$ cat config.mk
export PLATFORM = sky130hd
export DESIGN_NAME = i2s_tx
export DESIGN_NICKNAME = d
export VERILOG_FILES = /design/src/rtl/i2s_tx.sv
export SDC_FILE = /design/constraint.sdc
export NUM_CORES = 1
export LEC_CHECK = 0
export CAP_MARGIN = 15
export CORE_MARGIN = 10
export CORE_UTILIZATION = 45
export DETAILED_ROUTE_END_ITERATION = 10
export PLACE_DENSITY_LB_ADDON = 0.05
export SLEW_MARGIN = 5
export SYNTH_ARGS = -nofsm -noshare
export SYNTH_HDL_FRONTEND = slang
export SYNTH_SLANG_ARGS = --single-unit
export TNS_END_PERCENT = 30
$ cat constraint.sdc
create_clock -name sclk_i -period 2.85 [get_ports sclk_i]
set_input_delay 0.7125 -clock sclk_i [delete_from_list [all_inputs] [get_ports sclk_i]]
set_output_delay 0.7125 -clock sclk_i [all_outputs]
set_load 0.05 [all_outputs]
$ cat src/rtl/i2s_tx.sv
`default_nettype none
// +----------------------------------------------------------------------------+
// | i2s_tx : Philips I2S transmitter with one-deep sample holding register.     |
// | Optional: I2S_TX_UNDERRUN_REPEAT_EN repeats the last pair on underrun.      |
// | Rev 1.0                                                                     |
// +----------------------------------------------------------------------------+
module i2s_tx #(
  parameter int WIDTH = 16,
  parameter int SLOT  = 16
) (
  input  logic             sclk_i,
  input  logic             rst_n_i,
  input  logic             en_i,
  input  logic [WIDTH-1:0] leftChan_i,
  input  logic [WIDTH-1:0] rightChan_i,
  input  logic             sample_valid_i,
  output logic             sample_ready_o,
  output logic             ws_o,
  output logic             sdata_o,
  output logic             frameStart_o,
  output logic             underrun_o,
  output logic [15:0]      underrunCnt_o
);

  localparam int FRAME = 2 * SLOT;
  localparam int CW    = $clog2(FRAME);

  localparam logic [CW-1:0] CNT_LAST = CW'(FRAME - 1);
  // One extra bit so SLOT+WIDTH can be represented when WIDTH == SLOT.
  localparam logic [CW:0]   WS_LO    = (CW+1)'(SLOT - 1);
  localparam logic [CW:0]   WS_HI    = (CW+1)'(FRAME - 2);
  localparam logic [CW:0]   L_END    = (CW+1)'(WIDTH);
  localparam logic [CW:0]   R_BEGIN  = (CW+1)'(SLOT);
  localparam logic [CW:0]   R_END    = (CW+1)'(SLOT + WIDTH);
  localparam logic [15:0]   CNT_MAX  = 16'hFFFF;

  logic [CW-1:0]    cnt_q, cnt_d;
  logic [WIDTH-1:0] hold_l_q, hold_l_d;
  logic [WIDTH-1:0] hold_r_q, hold_r_d;
  logic             hold_full_q, hold_full_d;
  logic [WIDTH-1:0] sh_l_q, sh_l_d;
  logic [WIDTH-1:0] sh_r_q, sh_r_d;
  logic             ws_q, ws_d;
  logic             sdata_q, sdata_d;
  logic             fs_q, fs_d;
  logic             ur_q, ur_d;
  logic [15:0]      ur_cnt_q, ur_cnt_d;
`ifdef I2S_TX_UNDERRUN_REPEAT_EN
  logic [WIDTH-1:0] last_l_q, last_l_d;
  logic [WIDTH-1:0] last_r_q, last_r_d;
`endif

  logic             accept;
  logic             load;
  logic [WIDTH-1:0] new_l;
  logic [WIDTH-1:0] new_r;
  logic [CW:0]      cnt_ext;

  assign accept = sample_valid_i && !hold_full_q;
  assign load   = en_i && (cnt_q == CNT_LAST);

  always_comb begin
    cnt_d       = cnt_q;
    hold_l_d    = hold_l_q;
    hold_r_d    = hold_r_q;
    hold_full_d = hold_full_q;
    sh_l_d      = sh_l_q;
    sh_r_d      = sh_r_q;
    ws_d        = 1'b0;
    sdata_d     = 1'b0;
    fs_d        = 1'b0;
    ur_d        = 1'b0;
    ur_cnt_d    = ur_cnt_q;
    new_l       = '0;
    new_r       = '0;
`ifdef I2S_TX_UNDERRUN_REPEAT_EN
    last_l_d    = last_l_q;
    last_r_d    = last_r_q;
`endif

    if (!en_i) begin
      cnt_d = CNT_LAST;
    end else if (load) begin
      cnt_d = '0;
    end else begin
      cnt_d = cnt_q + 1'b1;
    end
    cnt_ext = {1'b0, cnt_d};

    // Load empties the hold; an accept on the same edge can only happen
    // when the hold was already empty, so the pair lands in hold, not the frame.
    if (load && hold_full_q) begin
      hold_full_d = 1'b0;
    end
    if (accept) begin
      hold_l_d    = leftChan_i;
      hold_r_d    = rightChan_i;
      hold_full_d = 1'b1;
    end

    if (hold_full_q) begin
      new_l = hold_l_q;
      new_r = hold_r_q;
    end else begin
`ifdef I2S_TX_UNDERRUN_REPEAT_EN
      new_l = last_l_q;
      new_r = last_r_q;
`else
      new_l = '0;
      new_r = '0;
`endif
    end

    if (load) begin
      fs_d = 1'b1;
      ur_d = !hold_full_q;
      if (!hold_full_q && (ur_cnt_q != CNT_MAX)) begin
        ur_cnt_d = ur_cnt_q + 16'd1;
      end
`ifdef I2S_TX_UNDERRUN_REPEAT_EN
      last_l_d = new_l;
      last_r_d = new_r;
`endif
    end

    ws_d = en_i && (cnt_ext >= WS_LO) && (cnt_ext <= WS_HI);

    // Outputs are computed for the counter value being entered, which gives
    // the one-bit I2S delay between ws and the MSB for free.
    if (load) begin
      sdata_d = new_l[WIDTH-1];
      sh_l_d  = {new_l[WIDTH-2:0], 1'b0};
      sh_r_d  = new_r;
    end else if (en_i) begin
      if (cnt_ext < L_END) begin
        sdata_d = sh_l_q[WIDTH-1];
        sh_l_d  = {sh_l_q[WIDTH-2:0], 1'b0};
      end else if ((cnt_ext >= R_BEGIN) && (cnt_ext < R_END)) begin
        sdata_d = sh_r_q[WIDTH-1];
        sh_r_d  = {sh_r_q[WIDTH-2:0], 1'b0};
      end
    end
  end

  always_ff @(negedge sclk_i or negedge rst_n_i) begin
    if (!rst_n_i) begin
      cnt_q       <= CNT_LAST;
      hold_l_q    <= '0;
      hold_r_q    <= '0;
      hold_full_q <= 1'b0;
      sh_l_q      <= '0;
      sh_r_q      <= '0;
      ws_q        <= 1'b0;
      sdata_q     <= 1'b0;
      fs_q        <= 1'b0;
      ur_q        <= 1'b0;
      ur_cnt_q    <= '0;
`ifdef I2S_TX_UNDERRUN_REPEAT_EN
      last_l_q    <= '0;
      last_r_q    <= '0;
`endif
    end else begin
      cnt_q       <= cnt_d;
      hold_l_q    <= hold_l_d;
      hold_r_q    <= hold_r_d;
      hold_full_q <= hold_full_d;
      sh_l_q      <= sh_l_d;
      sh_r_q      <= sh_r_d;
      ws_q        <= ws_d;
      sdata_q     <= sdata_d;
      fs_q        <= fs_d;
      ur_q        <= ur_d;
      ur_cnt_q    <= ur_cnt_d;
`ifdef I2S_TX_UNDERRUN_REPEAT_EN
      last_l_q    <= last_l_d;
      last_r_q    <= last_r_d;
`endif
    end
  end

  assign sample_ready_o = !hold_full_q;
  assign ws_o           = ws_q;
  assign sdata_o        = sdata_q;
  assign frameStart_o   = fs_q;
  assign underrun_o     = ur_q;
  assign underrunCnt_o  = ur_cnt_q;

endmodule
`default_nettype wire
==> After elaboration in Yosys (flattened, before gate mapping) <==
Index checks and enable logic that the tools add are counted.
{ "word_totals": {"register_bits": 90, "wordCells": 53, "out_inout_bits": 21} }
{ "op_classes": {"add_sub_neg": 2, "mux": 19, "n_lt_le_gt_ge": 4, "eq_ne": 3, "n_reduce_logical": 14} }
{ "op_table": {"columns": ["op", "n"], "rows": [
  ["$mux W16", 9],
  ["$add A16 B1 Y16 const B", 1],
  ["$ne A16 B16 Y1 const B", 1],
  ["$mux W5", 2],
  ["$mux W1", 8],
  ["$reduce_bool A2 Y1", 4],
  ["$logic_and A1 B1 Y1", 6],
  ["$add A5 B1 Y5 const B", 1],
  ["$eq A5 B5 Y1 const B", 1],
  ["$ge A5 B4 Y1 const B", 1],
  ["$ge A5 B5 Y1 const B", 1],
  ["$le A5 B5 Y1 const B", 1],
  ["$lt A5 B5 Y1 const B", 1],
  ["$reduce_and A2 Y1", 2],
  ["$reduce_and A3 Y1", 1],
  ["$ne A2 B2 Y1 const B", 1],
  ["$logic_not A1 Y1", 1]
]} }

==> Longest topological paths before layout <==
Gate-level depths: netlist of run 1.
{ "depth": {"word_depth": 9, "depth_mapped": 10, "depth_no_buf": 8} }

==> summary.txt, run 1 <==
crit end category -> primary output
Async SR Flop Fraction -> 1.000
diode count -> 0
Clk pwr share -> 0.177
total die area -> 0.01266 mm²
Synth Instances -> 337
fin nets -> 476
Detail Route Antenna Nets -> 0
Iteration-0 DRC Markers -> 103
largest net degree at the start of global routing -> 39
Ys Warns -> 0
worst min path class -> reg -> reg
Synth Area in XOR/XNOR -> 0.03184
CP Launch Type -> register
Net Count, Synth -> 376
Clock Latency Late Sink -> 390 ps
Synth Area in Simple Gates -> 0.1537
sw power -> 0.001584 W
required time of the critical path -> 2140 ps
Synth area leader -> dfrtn_1
worst slew pin tran -> 826.0 ps
# setup viols final -> 25
Finished Core Util -> 0.6617
clk buf depth -> 2
GP Congestion -> 0.8152
mux cell area share after synthesis -> 0.1030
compound-gate portion of the synthesized area -> 0.09682
Syn Std Cell Area -> 0.003851 mm²
CTS Buf Count -> 9
average via count per standard cell -> 5.101
share of cells above drive strength 1 -> 0.3575
TritonRoute pass-1 iters -> 4
CP max stage delay -> 520 ps
top cells by area, synth -> dfrtn_1, mux2_2, o21ai_0
Area Growth Syn to Fin -> 41.88%
VDD IR max -> 0.6163 mV
Fin. Hold Viols -> 0
PD cells -> 851.0 mW/mm²
Routed WL -> 8733 µm
main combinational cell family by area after synthesis -> simple AND/OR/NAND/NOR gates
fillers -> 640
core area -> 0.008258 mm²
top cell type's share of synthesized area -> 0.5458
Cell Count, Final, Fillers Out -> 547
Setup Skew -> 56.20 ps
die width -> 112.5 µm
internal power -> 0.003066 W
Post-synth top cells -> dfrtn_1, o21ai_0, nand2_1
post-synthesis sequential area ratio -> 0.5799
crit path cell chain -> buf_12
hold_ws -> 417.2 ps
most common cell in the netlist -> dfrtn_1
clock slew at reported path FFs -> 60 ps
Worst Setup Slack, final -> -313.4 ps
leakage power -> 2.540 nW
fin area -> 0.005464 mm²
Avg WL per Cell -> 15.97 µm
Port Buf Inserts -> 56
placed inst area -> 0.005034 mm²
flops & latches, synth -> 89
MaxCap Viol Count -> 0
adder-cell share of the synthesized area -> 0.009747
DP Cell Count -> 513
Pins Over Slew Limit -> 0
combinational share of power -> 0.384
Ports -> 57
H-tree Lvls -> 3
post-synthesis cell type count -> 36
slowest CP cell -> dfrtn_1
CP bufs+invs -> 1
sequential power share -> 0.439
pre-CTS WS -> -941.9 ps
initial antenna violation count -> 0
Worst slew margin -> 0.4451
Crit Path Max Fanout -> 4
hpwl dp -> 6063 µm
Congestion Overflow GR -> 0
die height -> 112.5 µm
status -> finished with violations
DRC viols -> 0
average size of a mapped cell -> 11.43 µm²
first-pass GRT wire length -> 14440 µm
failing checks -> setup timing
crit-path leading delay family -> flip-flops
GR Util All Layers -> 0.1371
Most used DFF post-synth -> dfrtn_1
vias in the first global route -> 2928
Cell Rows -> 33
CP Class -> reg -> out
CTS root buffer -> clkbuf_8
Initial Util -> 0.4664
unrepaired setup endpoints after global routing -> true
crit path DAT -> 2450 ps
Switching Fraction -> 0.3407
Num Clock Sinks -> 89
TritonCTS clock tree -> done
vias post-DR -> 2790
EDFF count, synth -> 0
## power by group through the flow
stage | Clock [W] | Sequential [W] | Combinational (W)
CTS | 0.000855 | 0.00203 | 0.00170
global placement | 0.0000131 | 0.00203 | 0.00159
global route | 0.000902 | 0.00210 | 0.00196
detailed placement | 0.0000131 | 0.00204 | 0.00165
floorplan | 0.0000131 | 0.00207 | 0.00104
finish | 0.000825 | 0.00204 | 0.00179
## kinds of logic after synthesis
logic type / count (synthesis)
AOI/OAI and AO/OA: 71
and+or+nand+nor: 102
adders and majority gates: 3
DFF: 89
muxes: 35
xor gates and xnor gates: 14
buffers and inverters: 23
## through the flow
| stage | power (W) | setup TNS [ps] |
|---|---|---|
| finish | 0.004650 | -5362 |
| floorplan | 0.003121 | -11560 |
| detailed placement | 0.003703 | -61700 |
| global placement | 0.003641 | -60530 |
| global route | 0.004961 | -6560 |
| CTS | 0.004580 | -5793 |
## layout by cell type, fill, tap and decap left out, drive strengths merged, types with 12 or more instances in the layout
master         netlist  layout
dfrtn               84      84
buf                  8      71
o21ai               36      36
mux2                34      34
clkdlybuf4s50        0      32
nand2               32      32
a21oi               30      30
and3                17      17
nor2b               15      15
xor2                12      12
## registers in the layout, summed over array words and instances, names as in the netlist
register,cells
ws_o,1
cnt_q,5
frameStart_o,1
underrunCnt_o,16
hold_r_q,16
sdata_o,1
hold_l_q,16
underrun_o,1
sh_r_q,16
sh_l_q,15
hold_full_q,1
## cell type report
class,count,area (µm²),share of cell area
flip-flops and latches,89,2233,0.4087
multi-input cells,225,1702,0.3114
repair buffers,103,1179,0.2157
clock buffers,11,151.4,0.02771
well taps,105,131.4,0.02404
clock inverters,10,47.55,0.008702
inverters,4,20.02,0.003664
## what timing repair did
| item | CTS | global route |
|---|---|---|
| hold buffers | 0 | 0 |
| cloned | 1 | 0 |
| buffers inserted | 2 | 11 |
| hold endpoints to repair | 0 | 0 |
| pin swaps | 3 | 2 |
| setup endpoints to repair | 103 | 54 |
| gates resized for setup | 26 | 33 |
## path summary, 6_finish.rpt
check                                              startpoint                       endpoint  slack [ps]  cells after the start
worst max register to register             cnt_q[0]$_DFF_NN1_  underrunCnt_o[12]$_DFFE_NN0P_         560                      7
max in group asynchronous                             rst_n_i          sh_l_q[7]$_DFFE_NN0P_         850                      2
min in group asynchronous                             rst_n_i       hold_l_q[15]$_DFFE_NN0P_        1530                      1
worst min-delay path                   sh_l_q[10]$_DFFE_NN0P_         sh_l_q[10]$_DFFE_NN0P_         420                      2
worst max-delay path            underrunCnt_o[12]$_DFFE_NN0P_              underrunCnt_o[12]        -310                      1
worst min register to register         sh_l_q[10]$_DFFE_NN0P_         sh_l_q[10]$_DFFE_NN0P_         420                      2
## routing by layer
metal | global-route usage | routed length [µm] | up-vias
li1 | - | - | 1376
met1 | 0.1761 | 4064 | 1346
met2 | 0.2117 | 4094 | 55
met3 | 0.05005 | 430 | 13
met4 | 0.03976 | 143 | 0
met5 | 0 | 0 | -
Note: power is estimated with default switching activity, not from simulation.
==> run 2, diff against run 1 <==
--- a/config.mk
+++ b/config.mk
@@ -14,4 +14,4 @@
 export SYNTH_ARGS = -nofsm -noshare
 export SYNTH_HDL_FRONTEND = slang
 export SYNTH_SLANG_ARGS = --single-unit
-export TNS_END_PERCENT = 30
+export TNS_END_PERCENT = 100
==> summary.txt, run 2 (synthesis gave the netlist of run 1 again) <==
VDD IR max -> 0.4366 mV (-29%)
total die area -> 0.01266 mm² (unchanged)
met3 track demand over resource -> 0.03621 (-0.01384)
Initial Util -> 0.4664 (unchanged)
Fin. Hold Viols -> 0 (unchanged)
CTS Buf Count -> 9 (unchanged)
most common cell after layout, fill and taps aside -> dfrtn_1
Worst Setup Slack, final -> -285.8 ps (+27.62 ps)
crit path DAT -> 2420 ps (-30 ps)
setup TNS -> -5402 ps (-40.38 ps)
CTS root buffer -> clkbuf_8
TritonCTS clock tree -> done
fin area -> 0.005869 mm² (+7.4%)
internal power -> 0.003323 W (+8.4%)
Finished Core Util -> 0.7108 (+0.04909)
PD cells -> 860.5 mW/mm² (+1.1%)
CP max stage delay -> 500 ps (-20 ps)
Cell Rows -> 33 (unchanged)
Area Growth Syn to Fin -> 52.40%
CP Class -> reg -> out
# setup viols final -> 35 (+40%)
fillers -> 602 (-5.9%)
average via count per standard cell -> 5.243 (+2.8%)
TritonRoute pass-1 iters -> 4 (unchanged)
Setup Skew -> 60.39 ps (+4.195 ps)
leakage power -> 2.680 nW (+5.5%)
Iteration-0 DRC Markers -> 96 (-6.8%)
CP Launch Type -> register
combinational share of power -> 0.412 (+0.028)
GR Util All Layers -> 0.1478 (+0.01070)
largest net degree at the start of global routing -> 26 (-33%)
clock slew at reported path FFs -> 60 ps (about the same)
DRC viols -> 0 (unchanged)
H-tree Lvls -> 3 (unchanged)
die width -> 112.5 µm (unchanged)
unrepaired setup endpoints after global routing -> true
MaxCap Viol Count -> 0 (unchanged)
first-pass GRT wire length -> 15440 µm (+6.9%)
worst min path class -> reg -> reg
Pins Over Slew Limit -> 0 (unchanged)
sw power -> 0.001728 W (+9.1%)
share of cells above drive strength 1 -> 0.4264 (+0.06891)
multi-input logic area -> 0.001892 mm² (+11%)
failing checks -> setup timing
Clk pwr share -> 0.180 (+0.003)
diode count -> 0 (unchanged)
Post-CTS Hold Buffers -> 0 (unchanged)
crit end category -> primary output
GR peak layer -> met2
clk buf depth -> 2 (unchanged)
required time of the critical path -> 2140 ps (about the same)
status -> finished with violations
Crit Path Max Fanout -> 2 (-2)
core area -> 0.008258 mm² (unchanged)
CP bufs+invs -> 1 (unchanged)
most frequent cells in the layout -> dfrtn_1, buf_4, mux2_4
vias in the first global route -> 3076 (+5.1%)
Clock Latency Late Sink -> 390 ps (about the same)
hpwl dp -> 5996 µm (-1.1%)
Avg WL per Cell -> 17.05 µm (+6.8%)
placed inst area -> 0.005181 mm² (+2.9%)
Global Route met2 Usage -> 0.2345 (+0.02279)
die height -> 112.5 µm (unchanged)
Ports -> 57 (unchanged)
Detail Route Antenna Nets -> 0 (unchanged)
initial antenna violation count -> 0 (unchanged)
Num Clock Sinks -> 89 (unchanged)
vias post-DR -> 2936 (+5.2%)
crit-path leading delay family -> flip-flops
worst slew pin tran -> 539.5 ps (-286.5 ps)
crit path cell chain -> buf_12
Switching Fraction -> 0.3422 (+0.001449)
GP Congestion -> 0.8097 (-0.67%)
Reg area -> 0.002233 mm² (unchanged)
Routed WL -> 9550 µm (+9.4%)
sequential power share -> 0.408 (-0.031)
met1 usage -> 0.1908 (+0.01474)
Port Buf Inserts -> 56 (unchanged)
fin nets -> 489 (+2.7%)
Worst slew margin -> 0.6390 (+0.1939)
Congestion Overflow GR -> 0 (unchanged)
slowest CP cell -> dfrtn_1
run 2: cell type report:
class,count,area share
clock inverter,12,0.01620
timing repair buffer,115,0.2330
sequential,89,0.3805
timing repair inverter,1,0.001279
clock buffer,9,0.02110
tap,105,0.02238
multi-input combinational,225,0.3223
inverter,4,0.003198
run 2: worst paths after layout:
path / from / to / slack (ps) / cells after the start
max reg2reg: cnt_q[0]$_DFF_NN1_ / hold_full_q$_DFFE_NN0P_ / 460 / 9
max: underrunCnt_o[4]$_DFFE_NN0P_ / underrunCnt_o[4] / -290 / 1
min reg2reg: sh_l_q[11]$_DFFE_NN0P_ / sh_l_q[11]$_DFFE_NN0P_ / 420 / 2
min in group asynchronous: rst_n_i / ws_o$_DFF_NN0_ / 1590 / 1
max in group asynchronous: rst_n_i / sh_r_q[5]$_DFFE_NN0P_ / 760 / 2
min: sh_l_q[11]$_DFFE_NN0P_ / sh_l_q[11]$_DFFE_NN0P_ / 420 / 2
run 2: metrics by stage:
| step | cells | hold slack [ps] | setup WS (ps) | power (W) |
|---|---|---|---|---|
| after floorplan | 337 | 401.8 | -372.2 | 0.003281 |
| after global placement | 517 | 414.4 | -951.9 | 0.003802 |
| after detailed placement | 517 | 422.1 | -979.5 | 0.003857 |
| after CTS | 554 | 422.8 | -296.8 | 0.004936 |
| after global routing | 560 | 445.8 | -311.1 | 0.005354 |
| final | 560 | 422.0 | -285.8 | 0.005051 |
run 2: power by group through the flow:
stage / logic [W] / registers, W / clock network [W]
2_1_floorplan: 0.00119 / 0.00207 / 0.0000131
3_3_place_gp: 0.00175 / 0.00204 / 0.0000131
3_5_place_dp: 0.00179 / 0.00205 / 0.0000131
4_1_cts: 0.00197 / 0.00204 / 0.000927
5_1_grt: 0.00226 / 0.00211 / 0.000981
6_report: 0.00208 / 0.00206 / 0.000909
run 2: routing by layer:
metal | wire, µm | up-vias
li1 | - | 1403
met5 | 0 | -
met2 | 4642 | 58
met3 | 388 | 13
met1 | 4372 | 1462
met4 | 147 | 0
run 2: timing repair:
| action | 4_1_cts | 5_1_grt |
|---|---|---|
| endpoints found under the setup margin | 103 | 58 |
| hold endpoints to repair | 0 | 0 |
| cloned | 4 | 1 |
| resized for setup | 41 | 46 |
| setup buffers | 13 | 7 |
| pin swaps | 8 | 12 |
==> run 3, diff against run 2 <==
==> constraint.sdc (replaced) <==
create_clock -name sclk_i -period 3.6 [get_ports sclk_i]
set_input_delay 0.9 -clock sclk_i [delete_from_list [all_inputs] [get_ports sclk_i]]
set_output_delay 0.9 -clock sclk_i [all_outputs]
set_load 0.05 [all_outputs]
==> summary.txt, run 3 (synthesis gave the netlist of run 1 again) <==
status -> finished with violations
failing checks -> setup timing
die width -> 112.5 µm (unchanged)
Iteration-0 DRC Markers -> 154 (+60%)
setup TNS -> -976.5 ps (+4425 ps)
CP Class -> reg -> out
Cell Rows -> 33 (unchanged)
DP Cell Count -> 507 (-1.9%)
CTS Buf Count -> 9 (unchanged)
Routed WL -> 8550 µm (-10%)
largest net degree at the start of global routing -> 27 (+3.8%)
Area Growth Syn to Fin -> 40.71%
Setup Skew -> 59.39 ps (-1.002 ps)
Pins Over Slew Limit -> 0 (unchanged)
Initial Util -> 0.4664 (unchanged)
Avg WL per Cell -> 15.46 µm (-9.3%)
Port Buf Inserts -> 56 (unchanged)
die height -> 112.5 µm (unchanged)
leakage power -> 2.528 nW (-5.7%)
slowest CP cell -> dfrtn_1
TritonCTS clock tree -> done
reg2reg start -> cnt_q[0]$_DFF_NN1_
required time of the critical path -> 2700 ps (+560 ps)
CP max stage delay -> 480 ps (-20 ps)
FF-to-FF End -> sh_l_q[7]$_DFFE_NN0P_
internal power -> 0.002445 W (-26%)
unrepaired setup endpoints after global routing -> true
share of cells above drive strength 1 -> 0.3237 (-0.1027)
R2R setup slack -> 1330 ps (+870 ps)
vias in the first global route -> 2914 (-5.3%)
Cell Count, Final, Fillers Out -> 553 (-1.3%)
vias post-DR -> 2867 (-2.4%)
crit end category -> primary output
Clock Latency Late Sink -> 380 ps (about the same)
GP Congestion -> 0.7527 (-7.0%)
crit path cell chain -> buf_12
Switching Fraction -> 0.3301 (-0.01210)
Num Clock Sinks -> 89 (unchanged)
WHS Endpoint -> sh_l_q[11]$_DFFE_NN0P_
Reg2Reg Depth -> 10 (+1)
clk buf depth -> 2 (unchanged)
initial antenna violation count -> 0 (unchanged)
Detail Route Antenna Nets -> 0 (unchanged)
DRC viols -> 0 (unchanged)
worst slew pin tran -> 747.1 ps (+207.6 ps)
CP bufs+invs -> 1 (unchanged)
hpwl dp -> 5885 µm (-1.9%)
Ports -> 57 (unchanged)
GR Util All Layers -> 0.1372 (-0.01066)
fin nets -> 482 (-1.4%)
Fin. Hold Viols -> 0 (unchanged)
clock slew at reported path FFs -> 60 ps (about the same)
Clk pwr share -> 0.202 (+0.022)
total die area -> 0.01266 mm² (unchanged)
PD cells -> 673.5 mW/mm² (-22%)
crit-path leading delay family -> flip-flops
hold_ws -> 420.0 ps (-1.964 ps)
CTS root buffer -> clkbuf_8
most frequent cells in the layout -> dfrtn_1, buf_4, o21ai_0
first-pass GRT wire length -> 14570 µm (-5.6%)
diode count -> 0 (unchanged)
combinational share of power -> 0.362 (-0.050)
Hold Path Depth -> 2 (unchanged)
worst min path class -> reg -> reg
Worst Setup Slack, final -> -71.03 ps (+214.7 ps)
Congestion Overflow GR -> 0 (unchanged)
sequential power share -> 0.437 (+0.029)
Hold Crit Start -> sh_l_q[11]$_DFFE_NN0P_
most common cell after layout, fill and taps aside -> dfrtn_1
# setup viols final -> 21 (-40%)
TritonRoute pass-1 iters -> 4 (unchanged)
core area -> 0.008258 mm² (unchanged)
CP Launch Type -> register
Worst slew margin -> 0.4981 (-0.1409)
crit path DAT -> 2770 ps (+350 ps)
average via count per standard cell -> 5.184 (-1.1%)
Crit Path Max Fanout -> 2 (unchanged)
H-tree Lvls -> 3 (unchanged)
MaxCap Viol Count -> 0 (unchanged)
VDD IR max -> 0.3606 mV (-17%)
sw power -> 0.001205 W (-30%)
## run 3: cell count changes in the layout (fill, tap and decap cells not counted), sizes merged
cell    delta
buf        -8
bufinv     -1
clkbuf     +5
clkinv     -2
inv        -1
## run 3: worst max path at each step
stage                                 start  cells past startpoint                            end
2_1_floorplan                          en_i                      4  underrunCnt_o[12]$_DFFE_NN0P_
3_3_place_gp                           en_i                      5  underrunCnt_o[12]$_DFFE_NN0P_
4_1_cts        underrunCnt_o[8]$_DFFE_NN0P_                      1               underrunCnt_o[8]
5_1_grt        underrunCnt_o[1]$_DFFE_NN0P_                      1               underrunCnt_o[1]
6_report       underrunCnt_o[6]$_DFFE_NN0P_                      1               underrunCnt_o[6]
3_5_place_dp                           en_i                      5  underrunCnt_o[12]$_DFFE_NN0P_
## run 3: final cells by class
type,count,area (µm²)
repair buffers,108,1207
flip-flops and latches,89,2233
well taps,105,131.4
inverters,4,18.77
clock inverters,8,43.79
clock buffers,13,191.4
multi-input cells,225,1585
repair inverters,1,7.507
fillers,661,2839
## run 3: timing repair
| action | 4_1_cts | 5_1_grt |
|---|---|---|
| buffers inserted | 13 | 11 |
| endpoints found under the setup margin | 101 | 38 |
| hold buffers | 0 | 0 |
| cloned | 1 | 1 |
| resized for setup | 15 | 10 |
| pin swaps | 1 | 0 |
## run 3: layer usage
layer | up-vias | wire (µm) | global-route usage
met3 | 10 | 308 | 0.03088
met5 | - | 0 | 0
met4 | 0 | 112 | 0.04569
met2 | 54 | 4151 | 0.2151
li1 | 1396 | - | -
met1 | 1407 | 3977 | 0.1829
## run 3: through the flow
step / util / total power, W / area, µm² / worst slack, ps
after floorplan: - / 0.002398 / 3900 / -184.7
after global placement: 0.5955 / 0.002791 / 4917 / -775.9
after detailed placement: 0.5955 / 0.002835 / 4917 / -778.7
after CTS: 0.6429 / 0.003636 / 5309 / -150.4
after global routing: 0.6562 / 0.003903 / 5419 / -110.3
final: 0.6562 / 0.003649 / 5419 / -71.03
## run 3: power groups by stage
stage / Sequential, W / Combinational (W) / Clock (W)
6_report: 0.00159 / 0.00132 / 0.000735
5_1_grt: 0.00164 / 0.00146 / 0.000801
4_1_cts: 0.00160 / 0.00129 / 0.000750
3_5_place_dp: 0.00162 / 0.00120 / 0.0000104
3_3_place_gp: 0.00161 / 0.00117 / 0.0000104
2_1_floorplan: 0.00164 / 0.000752 / 0.0000104
